`src/rtl/ufpu_policy_seq.sv`:
```
// ufpu_policy_seq: runs one ufpu through a short stored program, feeding
// each stage's output vector back in as the next stage's input.
//
// Optional build macro:
//   UFPU_POLICY_SEQ_EARLY_EXIT_EN - finish the run as soon as a stage
//                                   returns an all-zero vector.
//
// Ports:
//   clk, rst           - clock, synchronous active-high reset
//   cfg_we/cfg_addr    - write program slot (only honoured while idle)
//   cfg_opcode..pred_op- slot contents
//   cfg_num_stages     - program length, latched on start
//   start, init_vec    - begin a run with this candidate vector
//   busy               - run in progress
//   result_valid/_vec  - one-cycle pulse with final vector (vec held)
//   error              - sticky ufpu timeout, cleared by next start
//   u_*                - ufpu request fields and response
module ufpu_policy_seq #(
    parameter int BIT_VEC_SIZE       = 64,
    parameter int BIT_VEC_SIZE_LOG   = 6,
    parameter int NUM_OF_METRICS_LOG = 2,
    parameter int MAX_STAGES         = 8,
    parameter int STAGE_LOG          = 3,
    parameter int TIMEOUT            = 15
) (
    input  logic                          clk,
    input  logic                          rst,
    input  logic                          cfg_we,
    input  logic [STAGE_LOG-1:0]          cfg_addr,
    input  logic [2:0]                    cfg_opcode,
    input  logic [BIT_VEC_SIZE_LOG-1:0]   cfg_id,
    input  logic [NUM_OF_METRICS_LOG-1:0] cfg_metricX,
    input  logic [15:0]                   cfg_val,
    input  logic [2:0]                    cfg_pred_op,
    input  logic [STAGE_LOG:0]            cfg_num_stages,
    input  logic                          start,
    input  logic [BIT_VEC_SIZE-1:0]       init_vec,
    output logic                          busy,
    output logic                          result_valid,
    output logic [BIT_VEC_SIZE-1:0]       result_vec,
    output logic                          error,
    output logic [BIT_VEC_SIZE-1:0]       u_in,
    output logic                          u_valid_in,
    output logic [2:0]                    u_opcode,
    output logic [BIT_VEC_SIZE_LOG-1:0]   u_id,
    output logic [NUM_OF_METRICS_LOG-1:0] u_metricX,
    output logic [15:0]                   u_val,
    output logic [2:0]                    u_pred_op,
    input  logic [BIT_VEC_SIZE-1:0]       u_out,
    input  logic                          u_valid_out
);

    localparam int CNT_W = $clog2(TIMEOUT + 1);
    localparam logic [CNT_W-1:0] TO_LIM = CNT_W'(TIMEOUT);
    localparam logic [STAGE_LOG:0] MAX_N = (STAGE_LOG + 1)'(MAX_STAGES);

    typedef enum logic [1:0] {
        S_IDLE,
        S_ISSUE,
        S_WAIT,
        S_DONE
    } state_t;

    typedef struct packed {
        logic [2:0]                    opcode;
        logic [BIT_VEC_SIZE_LOG-1:0]   id;
        logic [NUM_OF_METRICS_LOG-1:0] metric;
        logic [15:0]                   val;
        logic [2:0]                    pred_op;
    } slot_t;

    slot_t prog [MAX_STAGES];

    state_t                  state, state_d;
    logic [BIT_VEC_SIZE-1:0] cur_vec, cur_vec_d;
    logic [STAGE_LOG:0]      n_stages, n_stages_d;
    logic [STAGE_LOG:0]      stage, stage_d;
    logic [STAGE_LOG:0]      stage_inc;
    logic [CNT_W-1:0]        wcnt, wcnt_d;
    logic [CNT_W-1:0]        wcnt_inc;
    logic                    busy_d;
    logic                    error_d;
    logic                    result_valid_d;
    logic [BIT_VEC_SIZE-1:0] result_vec_d;
    logic                    u_valid_in_d;
    logic [BIT_VEC_SIZE-1:0] u_in_d;
    slot_t                   u_slot, u_slot_d;
    slot_t                   nxt_slot;
    logic                    early_stop;
    logic [STAGE_LOG:0]      n_sat;

`ifdef UFPU_POLICY_SEQ_EARLY_EXIT_EN
    // One-hot selecting opcodes yield zero when nothing qualifies,
    // so later stages cannot bring a candidate back.
    assign early_stop = (u_out == '0);
`else
    assign early_stop = 1'b0;
`endif

    assign stage_inc = stage + 1'b1;
    assign wcnt_inc  = wcnt + 1'b1;
    assign n_sat     = (cfg_num_stages > MAX_N) ? MAX_N : cfg_num_stages;

    // Program memory: deliberately not reset; edits only while idle.
    always_ff @(posedge clk) begin
        if (cfg_we && state == S_IDLE) begin
            prog[cfg_addr] <= '{
                opcode:  cfg_opcode,
                id:      cfg_id,
                metric:  cfg_metricX,
                val:     cfg_val,
                pred_op: cfg_pred_op
            };
        end
    end

    always_ff @(posedge clk) begin
        if (rst) begin
            state        <= S_IDLE;
            cur_vec      <= '0;
            n_stages     <= '0;
            stage        <= '0;
            wcnt         <= '0;
            busy         <= 1'b0;
            error        <= 1'b0;
            result_valid <= 1'b0;
            result_vec   <= '0;
            u_valid_in   <= 1'b0;
            u_in         <= '0;
            u_slot       <= '0;
        end else begin
            state        <= state_d;
            cur_vec      <= cur_vec_d;
            n_stages     <= n_stages_d;
            stage        <= stage_d;
            wcnt         <= wcnt_d;
            busy         <= busy_d;
            error        <= error_d;
            result_valid <= result_valid_d;
            result_vec   <= result_vec_d;
            u_valid_in   <= u_valid_in_d;
            u_in         <= u_in_d;
            u_slot       <= u_slot_d;
        end
    end

    always_comb begin
        state_d        = state;
        cur_vec_d      = cur_vec;
        n_stages_d     = n_stages;
        stage_d        = stage;
        wcnt_d         = wcnt;
        busy_d         = busy;
        error_d        = error;
        result_valid_d = 1'b0;
        result_vec_d   = result_vec;
        u_valid_in_d   = 1'b0;
        u_in_d         = u_in;
        u_slot_d       = u_slot;
        nxt_slot       = prog[stage_inc[STAGE_LOG-1:0]];

        unique case (state)
            S_IDLE: begin
                // The cycle that shows result_valid is still idle;
                // a start there waits one more cycle.
                if (start && !result_valid) begin
                    cur_vec_d  = init_vec;
                    n_stages_d = n_sat;
                    stage_d    = '0;
                    error_d    = 1'b0;
                    busy_d     = 1'b1;
                    if (n_sat == '0) begin
                        state_d = S_DONE;
                    end else begin
                        state_d      = S_ISSUE;
                        u_valid_in_d = 1'b1;
                        u_in_d       = init_vec;
                        u_slot_d     = prog[0];
                    end
                end
            end
            S_ISSUE: begin
                wcnt_d  = '0;
                state_d = S_WAIT;
            end
            S_WAIT: begin
                // Request fields stay put: the ufpu reads them late.
                if (u_valid_out) begin
                    cur_vec_d = u_out;
                    stage_d   = stage_inc;
                    if (stage_inc == n_stages || early_stop) begin
                        state_d = S_DONE;
                    end else begin
                        state_d      = S_ISSUE;
                        u_valid_in_d = 1'b1;
                        u_in_d       = u_out;
                        u_slot_d     = nxt_slot;
                    end
                end else if (wcnt_inc == TO_LIM) begin
                    error_d = 1'b1;
                    state_d = S_DONE;
                end else begin
                    wcnt_d = wcnt_inc;
                end
            end
            S_DONE: begin
                result_valid_d = 1'b1;
                result_vec_d   = cur_vec;
                busy_d         = 1'b0;
                state_d        = S_IDLE;
            end
            default: state_d = S_IDLE;
        endcase
    end

    assign u_opcode  = u_slot.opcode;
    assign u_id      = u_slot.id;
    assign u_metricX = u_slot.metric;
    assign u_val     = u_slot.val;
    assign u_pred_op = u_slot.pred_op;

endmodule

```
`config.mk`:
```
export PLATFORM = sky130hd
export DESIGN_NAME = ufpu_policy_seq
export DESIGN_NICKNAME = d
export VERILOG_FILES = /design/src/rtl/ufpu_policy_seq.sv
export SDC_FILE = /design/constraint.sdc
export NUM_CORES = 1
export LEC_CHECK = 0
export CAP_MARGIN = 40
export CORE_MARGIN = 2
export CORE_UTILIZATION = 36
export CTS_CLUSTER_SIZE = 16
export DETAILED_ROUTE_END_ITERATION = 6
export REMOVE_ABC_BUFFERS = 1
export SLEW_MARGIN = 10
export SYNTH_ARGS = -nofsm -noshare
export SYNTH_HDL_FRONTEND = slang
export SYNTH_SLANG_ARGS = --single-unit
```
`constraint.sdc`:
```
create_clock -name clk -period 5.45 [get_ports clk]
set_clock_uncertainty 0.15 [all_clocks]
set_input_delay 0.8175 -clock clk [delete_from_list [all_inputs] [get_ports clk]]
set_output_delay 0.8175 -clock clk [all_outputs]
set_load 0.005 [all_outputs]
```
# Yosys cells after proc, flatten, opt, wreduce, memory -nomap -nowiden

Memories as Yosys holds them, arrays and structs flattened.
Index checks and enable logic that the tools add are counted.

Equal/unequal tests: 13
Multiplexer cells: 40
Multiply operators: 0
Reductions and logical operators: 15
$lt $le $gt $ge: 1
Shift-type cells: 0
Bitwise operators: 0
Add/subtract/negate cells: 2
Divide/modulo/power cells: 0

Operator list:

| operator              | number |
|---|---|
| $mux W64              | 6 |
| $pmux W64 S2          | 2 |
| $mux W30              | 4 |
| $pmux W30 S2          | 1 |
| $mux W4               | 5 |
| $pmux W4 S2           | 2 |
| $ne A2 B2 Y1 const B  | 6 |
| $mux W1               | 11 |
| $mux W2               | 5 |
| $add A4 B1 Y4 const B | 2 |
| $pmux W2 S4           | 1 |
| $pmux W1 S2           | 3 |
| $reduce_and A2 Y1     | 3 |
| $reduce_and A3 Y1     | 2 |
| $reduce_bool A2 Y1    | 3 |
| $reduce_and A5 Y1     | 1 |
| $eq A2 B2 Y1 const B  | 2 |
| $eq A4 B4 Y1          | 1 |
| $eq A4 B4 Y1 const B  | 1 |
| $gt A4 B4 Y1 const B  | 1 |
| $logic_not A4 Y1      | 1 |
| $reduce_and A4 Y1     | 1 |
| $ne A3 B3 Y1 const B  | 1 |
| $eq A2 B1 Y1 const B  | 1 |
| other kinds (4)       | 5 |

Memories kept: 1
Bits in registers: 240
Latch bits: 0
Memory bits (read-only): 0
Memory bits (writable): 240
Input port bits: 170
Output and inout port bits: 162
Logic and storage cells: 88

Memory list:

| memory | depth | width | read ports | clocked after Yosys merged registers in | write ports | line | source |
|---|---|---|---|---|---|---|---|
| prog   | 8     | 30    | 2          | 0                                       | 1           | 72   | `slot_t prog [MAX_STAGES];` |

# Depth between registers and ports, before layout

Gate-level depths: netlist of the first run.

Depth in word-level cells: 6
Gate-level depth with buffers: 9
Gate-level depth less buffers: 6

# Worst setup path after synthesis of the first run

Ideal clock, no wire load.

Path kind: input to register
Start: input port cfg_addr[0]
End: memory prog[0][0] (netlist bit) (enable)
Required time: 4,845 ps
Path slack: 1,744 ps
Cell stages on the path: 2
Arrival time: 3,101 ps
Buffers on the path: 0
Library setup time: 455 ps
Cells stage by stage: nand3b_1 > nor3_1

RTL lines:

| what        | line | source |
|---|---|---|
| from (decl) | 29   | `input logic [STAGE_LOG-1:0] cfg_addr,` |
| to (decl)   | 72   |  |

No word-level cell before the write port.

# Worst setup path after layout of the first run

Start: register stage[0]
End: register u_in[3]

Longest elaborated chain between the ends: 4

RTL lines:

| what                        | line | source |
|---|---|---|
| from (decl)                 | 77   | `logic [STAGE_LOG:0] stage, stage_d;` |
| from (signal assigned)      | 135  | `stage <= stage_d;` |
| $add A4 B1 Y4               | 100  | `assign stage_inc = stage + 1'b1;` |
| $eq A4 B4 Y1                | 191  | `if (stage_inc == n_stages \|\| early_stop) begin` |
| $ne A2 B2 Y1 (no line)      | n/a  |  |
| $reduce_and A5 Y1 (no line) | n/a  |  |
| to (signal assigned)        | 142  | `u_in <= u_in_d;` |
| to (decl)                   | 42   | `output logic [BIT_VEC_SIZE-1:0] u_in,` |

No other way between the ends.
A chain may end at the register's enable or synchronous reset.

==> run_results.csv, run 1 <==
group,metric,value,unit
logic_synthesis,ys.flop_type,"edfxtp_1",
run_status,status,"complete, no violations",
power,power,0.00826,W
clock_tree,tritoncts,"built",
clock_tree,clockRootBuffer,"clkbuf_16",
cells_and_area,drive_gt1_share,10.2,%
clock_tree,clk_pin_slew_worst_paths,0.06,ns
timing,setup_tns,0,ns
timing,fin_crit_sh,69.2,%
drt,vias,12381,
critical_path,critical_path_class,"reg -> reg",
critical_path,path_max_fanout,70,
clock_tree,post_cts_resized,0,
die,die_h,229,um
die,boundaryPins,332,
drt,drc_errors,0,
die,dieWidth,229,um
timing,setup_viol,0,
drt,viasPerCell,5.08,
timing,fmax,265,MHz
drt,first_pass_iters,5,
logic_synthesis,synth-seq-cells,480,
drt,drt_wl_total,48400,um
timing,hold_violations,0,
timing,rsz0062_at_grt,"no",
timing,tightest_slew,0.854,ns
critical_path,path_delay_family,"buffers and inverters",
power,power_density,344,mW/mm2
logic_synthesis,synth_area_per_cell,12.8,um2
drt,drtIter0Drc,862,
clock_tree,insertion_delay,0.58,ns
global_routing,overflow,0,
critical_path,required,5.78,ns
global_routing,first_global_vias,12101,
critical_path,crit_top_cell,"buf_4",
hold_path,min_path_type,"reg -> reg",
clock_tree,cts.sinks,480,
cells_and_area,final_nets,1900,
timing,slew_violations,0,
timing,fin_hold_ws,0.299,ns
placed_design,port-buffer-count,331,
critical_path,crit_buf_inv,3,
timing,slew_headroom,43.0,%
critical_path,cpMaxStageDelayCell,"dfxtp_4",
cells_and_area,antenna_cells,0,
logic_synthesis,synthCells,1424,
power,ir_drop,248,uV
placed_design,dp_hpwl,29900,um
clock_tree,holdBufCountCts,0,
drt,drt.antenna.violating_nets,0,
die,core.rowCount,82,
critical_path,critPathMaxStageDelay,0.80,ns
global_routing,grt_use_total,18.1,%
critical_path,critPathArrivalTime,4.11,ns
critical_path,end_kind,"flop",
critical_path,crit_chain,"ha_2, xor2_4, buf_4, xnor2_1, a311oi_4, buf_4, buf_16, nor2_1, a211oi_1",
die,dieArea,0.0526,mm2
timing,finalCriticalPeriod,3.77,ns
logic_synthesis,synth_area,0.0183,mm2
logic_synthesis,synth_enable_flop_cells,240,
global_routing,antenna_found_initial,7,
cells_and_area,area_growth,31.2,%
clock_tree,numCtsBuffers,51,
job,maxCapViolations,0,
clock_tree,postCtsSetupBuffers,0,
die,start_util,36.4,%
clock_tree,clockBufferDepth,3,
global_routing,grt_pass1_wl,73300,um
global_routing,grt_max_degree,113,
critical_path,start_kind,"flop",
placed_design,routabilityCongestion,0.784,
logic_synthesis,yosysSeqAreaShare,65.7,%
drt,wire_per_inst,19.8,um
logic_synthesis,yosysWarnings,0,
power,p_leak,7.66,nW
logic_synthesis,synth.distinct_cells,41,
die,core,0.0502,mm2
clock_tree,htree_levels,2,
logic_synthesis,async_flop_share,0,%
[worst register-to-register path: cells and delay by family (launching register included)]
kind                     cells  cell delay (ns)
AND/OR/NAND/NOR              1             0.16
XOR/XNOR                     2             0.42
flip-flops                   1             0.80
AO/OA/AOI/OAI                2             0.52
buffers and inverters        3             1.24
adder cells (fa/ha/maj)      1             0.39
[flip-flops by register name, indices dropped and copies added (netlist names)]
signal,count
n_stages,4
u_opcode,3
prog,240
u_valid_in,1
u_id,6
u_val,16
cur_vec,64
result_vec,64
stage,4
result_valid,1
u_metricX,2
u_pred_op,3
wcnt,4
busy,1
state,2
u_in,64
error,1
[power breakdown]
| part | switching, W | total [W] | leakage, nW | internal (W) |
|---|---|---|---|---|
| registers | 0.0000872 | 0.00405 | 4.14 | 0.00396 |
| logic | 0.000419 | 0.000836 | 2.71 | 0.000417 |
| clock network | 0.00139 | 0.00338 | 0.803 | 0.00199 |
| total | 0.00189 | 0.00826 | 7.66 | 0.00637 |
[synthesized netlist by cell type, drive strengths merged, types with 2 or more instances]
cell    number  share of area [%]
nand3        7               0.19
nand2b       6               0.21
buf         42                1.2
nand2      203                4.2
mux4        60                7.4
ha           3               0.21
clkbuf      66                1.4
mux2i       94                5.1
or4          2              0.082
dfxtp      240                 26
nor3b        3               0.12
nor3         6               0.16
a21oi      109                3.0
o21ai        5               0.14
edfxtp     240                 39
o211ai      32                1.3
or3          2              0.068
o22ai        2              0.068
xor2         2              0.096
inv          4              0.082
xnor2        4               0.19
nor2       145                3.0
a211oi     128                5.3
nand3b       5               0.21
[per-layer routing]
metal  GRT usage, %  up-vias  share of wire [%]
li1               -     5878                  -
met1           23.3     6063                 43
met2           30.2      349                 48
met3           4.48       81                6.5
met4           5.11       10                2.3
met5              0        -               0.13
[final cells by class]
class                   count  area, um2
clock inverters            19        188
well taps                 672        841
fillers                  4409      26200
inverters                   4       15.0
repair buffers            358       3600
clock buffers              73       1450
flip-flops and latches    480      12000
multi-input cells         832       5880
[kinds of logic (layout without fill, tap and decap cells)]
| logic type | Yosys count | count (layout) | synth area share, % |
|---|---|---|---|
| DFF | 480 | 480 | 65.7 |
| and+or+nand+nor | 387 | 387 | 8.60 |
| xor gates and xnor gates | 6 | 6 | 0.287 |
| adders and majority gates | 3 | 3 | 0.205 |
| muxes | 154 | 154 | 12.5 |
| AOI/OAI and AO/OA | 282 | 282 | 10.1 |
| buffers and inverters | 112 | 454 | 2.59 |
[placed cells by master (no fill, tap or decap), types with 3 or more instances in the layout]
master,instances
nor2_2,4
a211oi_1,128
a21oi_1,109
nand3b_1,5
clkinv_1,6
nand3_1,7
clkbuf_1,13
xnor2_1,4
o21ai_0,4
nor3_1,4
nand2_1,201
nor2_1,139
clkdlybuf4s50_1,330
buf_16,3
clkbuf_8,10
mux4_2,60
bufinv_16,3
clkinv_2,6
buf_4,22
nand2b_1,6
o211ai_1,32
dfxtp_1,239
edfxtp_1,240
inv_1,4
nor3b_1,3
mux2i_1,94
clkbuf_16,51
[per-stage QoR]
step                      instances  util, %  worst slack [ns]  area, um2
after floorplan                1316        -             -5.88      17800
after global placement         2342     44.4              1.50      22300
after detailed placement       2345     44.5              1.57      22300
after CTS                      2437     47.8              1.55      24000
after global routing           2438     47.8              1.33      24000
final                          2438     47.8              1.68      24000
[final timing paths]
| path | slack [ns] | startpoint | cells after the start | end |
|---|---|---|---|---|
| setup / recovery | 1.68 | stage[0] | 9 | u_in[3] |
| hold reg to reg | 0.30 | cur_vec[13] | 2 | result_vec[13] |
| hold / removal | 0.30 | cur_vec[13] | 2 | result_vec[13] |
| setup reg to reg | 1.68 | stage[0] | 9 | u_in[3] |
No activity file was read; power rests on OpenSTA's default activity.
==> run 2, diff against run 1 <==
Clock period 5.45 ns to 3.39 ns, I/O delays scaled along.
==> run 2 against run 1 <==
Clock-buffer cell count increased by 3. Setup slack lost 0.85 ns. Register-to-register slack worse by 0.85 ns. Die area unchanged. Cell area hardly changed. Hold slack worse by 0.00070 ns. Sequential share of layout area hardly changed. Flip-flop and latch count stayed put. Clock power rose by 57%. Largest cell class unchanged.
==> run_results.csv, run 2 (synthesis gave the netlist of run 1 again) <==
group,metric,value,unit
cells_and_area,final_cell_mix,"clkdlybuf4s50_1 (330), edfxtp_1 (240), dfxtp_1 (239)",
global_routing,first_global_vias,12083,
global_routing,antenna_found_initial,7,
placed_design,dp_hpwl,29700,um
timing,slew_headroom,42.2,%
timing,finalCriticalPeriod,2.56,ns
drt,drt_wl_total,48600,um
cells_and_area,drive_gt1_share,10.3,%
placed_design,port-buffer-count,331,
global_routing,grt_use_total,18.1,%
critical_path,critPathArrivalTime,2.88,ns
power,pwr-share-seq,49.4,%
critical_path,crit_chain,"or4b_2, nand2_4, buf_12, nor2_1, a211oi_1",
clock_tree,tritoncts,"built",
power,p_int,0.0101,W
cells_and_area,regArea,0.0120,mm2
die,core,0.0502,mm2
die,start_util,36.4,%
drt,drc_errors,0,
power,power_density,548,mW/mm2
drt,drtIter0Drc,817,
cells_and_area,final_common_cell,"clkdlybuf4s50_1",
hold_path,min_path_type,"reg -> reg",
cells_and_area,largest_register,"prog",
clock_tree,insertion_delay,0.57,ns
critical_path,cpMaxStageDelayCell,"or4b_2",
power,p_leak,7.65,nW
global_routing,grt_pass1_wl,73300,um
die,dieArea,0.0526,mm2
drt,vias,12377,
critical_path,end_kind,"flop",
timing,fmax,390,MHz
clock_tree,post_cts_resized,0,
critical_path,path_delay_family,"simple AND/OR/NAND/NOR gates",
critical_path,critPathMaxStageDelay,0.83,ns
critical_path,path_max_fanout,40,
critical_path,start_kind,"flop",
power,clkPwrFrac,40.2,%
clock_tree,cts.sinks,480,
clock_tree,postCtsSetupBuffers,0,
clock_tree,clockBufferDepth,3,
global_routing,grt_max_degree,129,
timing,tightest_slew,0.867,ns
placed_design,place_ws,0.420,ns
timing,slew_violations,0,
cells_and_area,final_nets,1900,
power,ir_drop,506,uV
die,boundaryPins,332,
critical_path,required,3.71,ns
placed_design,routabilityCongestion,0.796,
drt,viasPerCell,5.08,
timing,hold_violations,0,
power,power.switching,0.00302,W
die,die_h,229,um
global_routing,overflow,0,
clock_tree,clockRootBuffer,"clkbuf_16",
clock_tree,holdBufCountCts,0,
die,core.rowCount,82,
timing,setup_viol,0,
power,netSwitchingFraction,22.9,%
timing,finalWorstSetupSlack,0.827,ns
critical_path,critical_path_class,"reg -> reg",
die,dieWidth,229,um
job,maxCapViolations,0,
timing,fin_crit_sh,75.6,%
clock_tree,clk_pin_slew_worst_paths,0.06,ns
cells_and_area,multi_input_area,0.00588,mm2
timing,setup_tns,0,ns
clock_tree,htree_levels,2,
critical_path,crit_buf_inv,1,
clock_tree,numCtsBuffers,51,
drt,wire_per_inst,19.9,um
cells_and_area,fillers,4485,
cells_and_area,largest_reg_flops,240,
drt,first_pass_iters,5,
drt,drt.antenna.violating_nets,0,
power,comb_power_share,10.4,%
timing,rsz0062_at_grt,"no",
run_status,status,"complete, no violations",
cells_and_area,area_growth,31.2,%
[run 2: cell type report]
class                           count  share of cell area, %
Timing Repair Buffer              358                   15.2
Multi-Input combinational cell    832                   24.5
Sequential cell                   480                   50.1
Clock inverter                     14                  0.480
Clock buffer                       76                   6.17
Antenna cell                        2                 0.0209
Inverter                            4                 0.0626
Tap cell                          672                   3.50
[run 2: power groups by stage]
stage	Clock (W)	Sequential, W	Combinational, W
after floorplan	0	0.00662	0.000618
after global placement	0	0.00662	0.00136
after detailed placement	0	0.00663	0.00138
after CTS	0.00543	0.00650	0.00139
after global routing	0.00566	0.00653	0.00149
final	0.00529	0.00650	0.00137
[run 2: per-layer routing]
layer  global-route usage, %  up-vias  share of wire (%)
li1                        -     5876                  -
met1                    24.3     6031                 45
met2                    29.7      385                 47
met3                    4.20       77                6.4
met4                    4.73        8                1.8
met5                       0        -              0.097
[run 2: through the flow]
stage	utilization [%]	hold WS (ns)	instances	area [um2]	power (W)
floorplan	-	0.276	1316	17800	0.00724
global placement	44.6	0.287	2346	22400	0.00797
detailed placement	44.6	0.291	2346	22400	0.00801
CTS	47.8	0.300	2436	24000	0.0133
global route	47.8	0.313	2437	24000	0.0137
finish	47.8	0.298	2438	24000	0.0132
[run 2: worst min-delay path: cells and delay by family (launching register included)]
kind | cells | cell delay, ns
flops | 1 | 0.31
simple gates | 1 | 0.05
compound gates | 1 | 0.05
[run 2: path summary, 6_finish.rpt]
check              startpoint             end  slack [ns]  cells after the start
setup / recovery     state[1]     cur_vec[36]        0.83                      5
hold / removal    cur_vec[22]  result_vec[22]        0.30                      2
setup reg to reg     state[1]     cur_vec[36]        0.83                      5
hold reg to reg   cur_vec[22]  result_vec[22]        0.30                      2
==> run 3, diff against run 2 <==
Clock period 3.39 ns to 2.26 ns, I/O delays scaled along.
==> run 3 against run 2 <==
The flow now finishes with violations (negative setup slack). Highest routed layer unchanged. Flip-flop and latch count unchanged. Die area unchanged. Clock power up 58%. Critical endpoint is now u_in[16].
==> run_results.csv, run 3 (synthesis gave the netlist of run 1 again) <==
group,metric,value,unit
global_routing,grt_use_total,19.1,%
timing,fmax,440,MHz
clock_tree,clockBufferDepth,3,
drt,drt.antenna.violating_nets,0,
cells_and_area,final_common_cell,"clkdlybuf4s50_1",
cells_and_area,largest_reg_flops,240,
critical_path,critPathArrivalTime,2.61,ns
timing,rsz0062_at_grt,"yes",
run_status,status,"finished, violations left",
cells_and_area,multi_input_area,0.00613,mm2
die,dieArea,0.0526,mm2
die,boundaryPins,332,
placed_design,routabilityCongestion,0.836,
timing,slew_headroom,68.1,%
power,p_int,0.0158,W
critical_path,end_kind,"flop",
clock_tree,clk_pin_slew_worst_paths,0.06,ns
clock_tree,insertion_delay,0.58,ns
global_routing,overflow,0,
clock_tree,clockRootBuffer,"clkbuf_16",
clock_tree,tritoncts,"built",
critical_path,start_kind,"flop",
drt,vias,12829,
timing,finalWorstSetupSlack,-0.0111,ns
power,clkPwrFrac,40.4,%
power,ir_drop,607,uV
cells_and_area,final_nets,1967,
cells_and_area,regArea,0.0120,mm2
die,start_util,36.4,%
clock_tree,numCtsBuffers,51,
power,p_leak,8.31,nW
drt,wire_per_inst,21.0,um
hold_path,min_path_type,"in -> reg",
cells_and_area,fin_area,0.0255,mm2
cells_and_area,stdcell_count,2510,
cells_and_area,final_cell_mix,"clkdlybuf4s50_1 (330), edfxtp_1 (240), dfxtp_1 (235)",
global_routing,antenna_found_initial,9,
cells_and_area,area_growth,39.3,%
critical_path,required,2.60,ns
critical_path,critical_path_class,"reg -> reg",
global_routing,first_global_vias,12469,
drt,viasPerCell,5.11,
critical_path,critPathMaxStageDelay,0.39,ns
drt,first_pass_iters,5,
timing,fin_crit_sh,100,%
clock_tree,cts.sinks,480,
timing,setup_viol,6,
placed_design,port-buffer-count,331,
timing,slew_violations,0,
placed_design,placed_cells,2385,
die,dieWidth,229,um
cells_and_area,drive_gt1_share,16.8,%
die,core,0.0502,mm2
power,power.switching,0.00486,W
drt,drt_wl_total,52700,um
critical_path,path_max_fanout,8,
die,die_h,229,um
global_routing,grt_pass1_wl,76900,um
cells_and_area,fillers,4304,
die,core.rowCount,82,
timing,hold_violations,0,
placed_design,dp_hpwl,31200,um
drt,drtIter0Drc,753,
drt,drc_errors,0,
run_status,violations,"negative setup slack",
global_routing,grt_max_degree,66,
cells_and_area,largest_register,"prog",
timing,finalCriticalPeriod,2.27,ns
critical_path,crit_chain,"ha_4, xor2_2, nor3_2, a311oi_4, buf_4, buf_12, clkbuf_16, nor2_1, a211oi_1",
power,power_density,811,mW/mm2
job,maxCapViolations,0,
timing,tightest_slew,0.465,ns
power,comb_power_share,12.4,%
power,pwr-share-seq,47.2,%
clock_tree,htree_levels,2,
power,netSwitchingFraction,23.5,%
critical_path,cpMaxStageDelayCell,"a311oi_4",
placed_design,place_area,0.0229,mm2
-- run 3: final timing paths --
check                            startpoint             end  slack, ns  cells after the start
worst min-delay path                    rst            busy       0.12                      2
worst max register to register     stage[0]        u_in[16]      -0.01                      9
worst max-delay path               stage[0]        u_in[16]      -0.01                      9
worst min register to register  cur_vec[62]  result_vec[62]       0.30                      2
-- run 3: per-layer routing --
metal,track usage (%),part of all wire (%)
met5,0,0.13
met4,4.99,2.0
met3,4.62,6.4
met2,32.5,49
met1,24.5,42
-- run 3: layout make-up --
cell class	instances	area share [%]
sequential	480	47.2
multi-input combinational	832	24.1
timing repair buffer	425	18.8
clock buffer	65	5.41
tap	672	3.30
clock inverter	30	1.18
inverter	4	0.0589
antenna	2	0.0196
-- run 3: timing repair --
item / 4_1_cts / 5_1_grt
hold buffers: 0 / 0
gates cloned: 9 / 7
endpoints found under the setup margin: 82 / 135
pin swaps: 13 / 18
resized for setup: 60 / 23
buffers inserted: 15 / 1
-- run 3: power by group through the flow --
stage                     logic, W  registers [W]  clock network (W)
after floorplan           0.000928        0.00993                  0
after global placement     0.00215        0.00993                  0
after detailed placement   0.00219        0.00994                  0
after CTS                  0.00254        0.00976            0.00852
after global routing       0.00277        0.00980            0.00889
final                      0.00257        0.00976            0.00834
-- run 3: per-stage QoR --
step | setup slack [ns] | power, W | setup TNS, ns | hold WS (ns) | util, %
CTS | -0.0676 | 0.0208 | -0.715 | 0.0827 | 50.4
global placement | -0.249 | 0.0121 | -29.82 | 0.286 | 45.7
floorplan | -9.07 | 0.0109 | -1128.26 | 0.258 | -
global route | -0.137 | 0.0215 | -6.63 | 0.144 | 50.8
detailed placement | -0.329 | 0.0121 | -34.39 | 0.291 | 45.7
finish | -0.0111 | 0.0207 | -0.0288 | 0.121 | 50.8
-- run 3: worst max-delay path: cells and delay by family, from the launching register on --
kind / cells / cell delay (ns)
AO/OA/AOI/OAI: 2 / 0.58
adder cells (fa/ha/maj): 1 / 0.28
XOR/XNOR: 1 / 0.14
flip-flops: 1 / 0.35
AND/OR/NAND/NOR: 2 / 0.11
buffers and inverters: 3 / 0.54
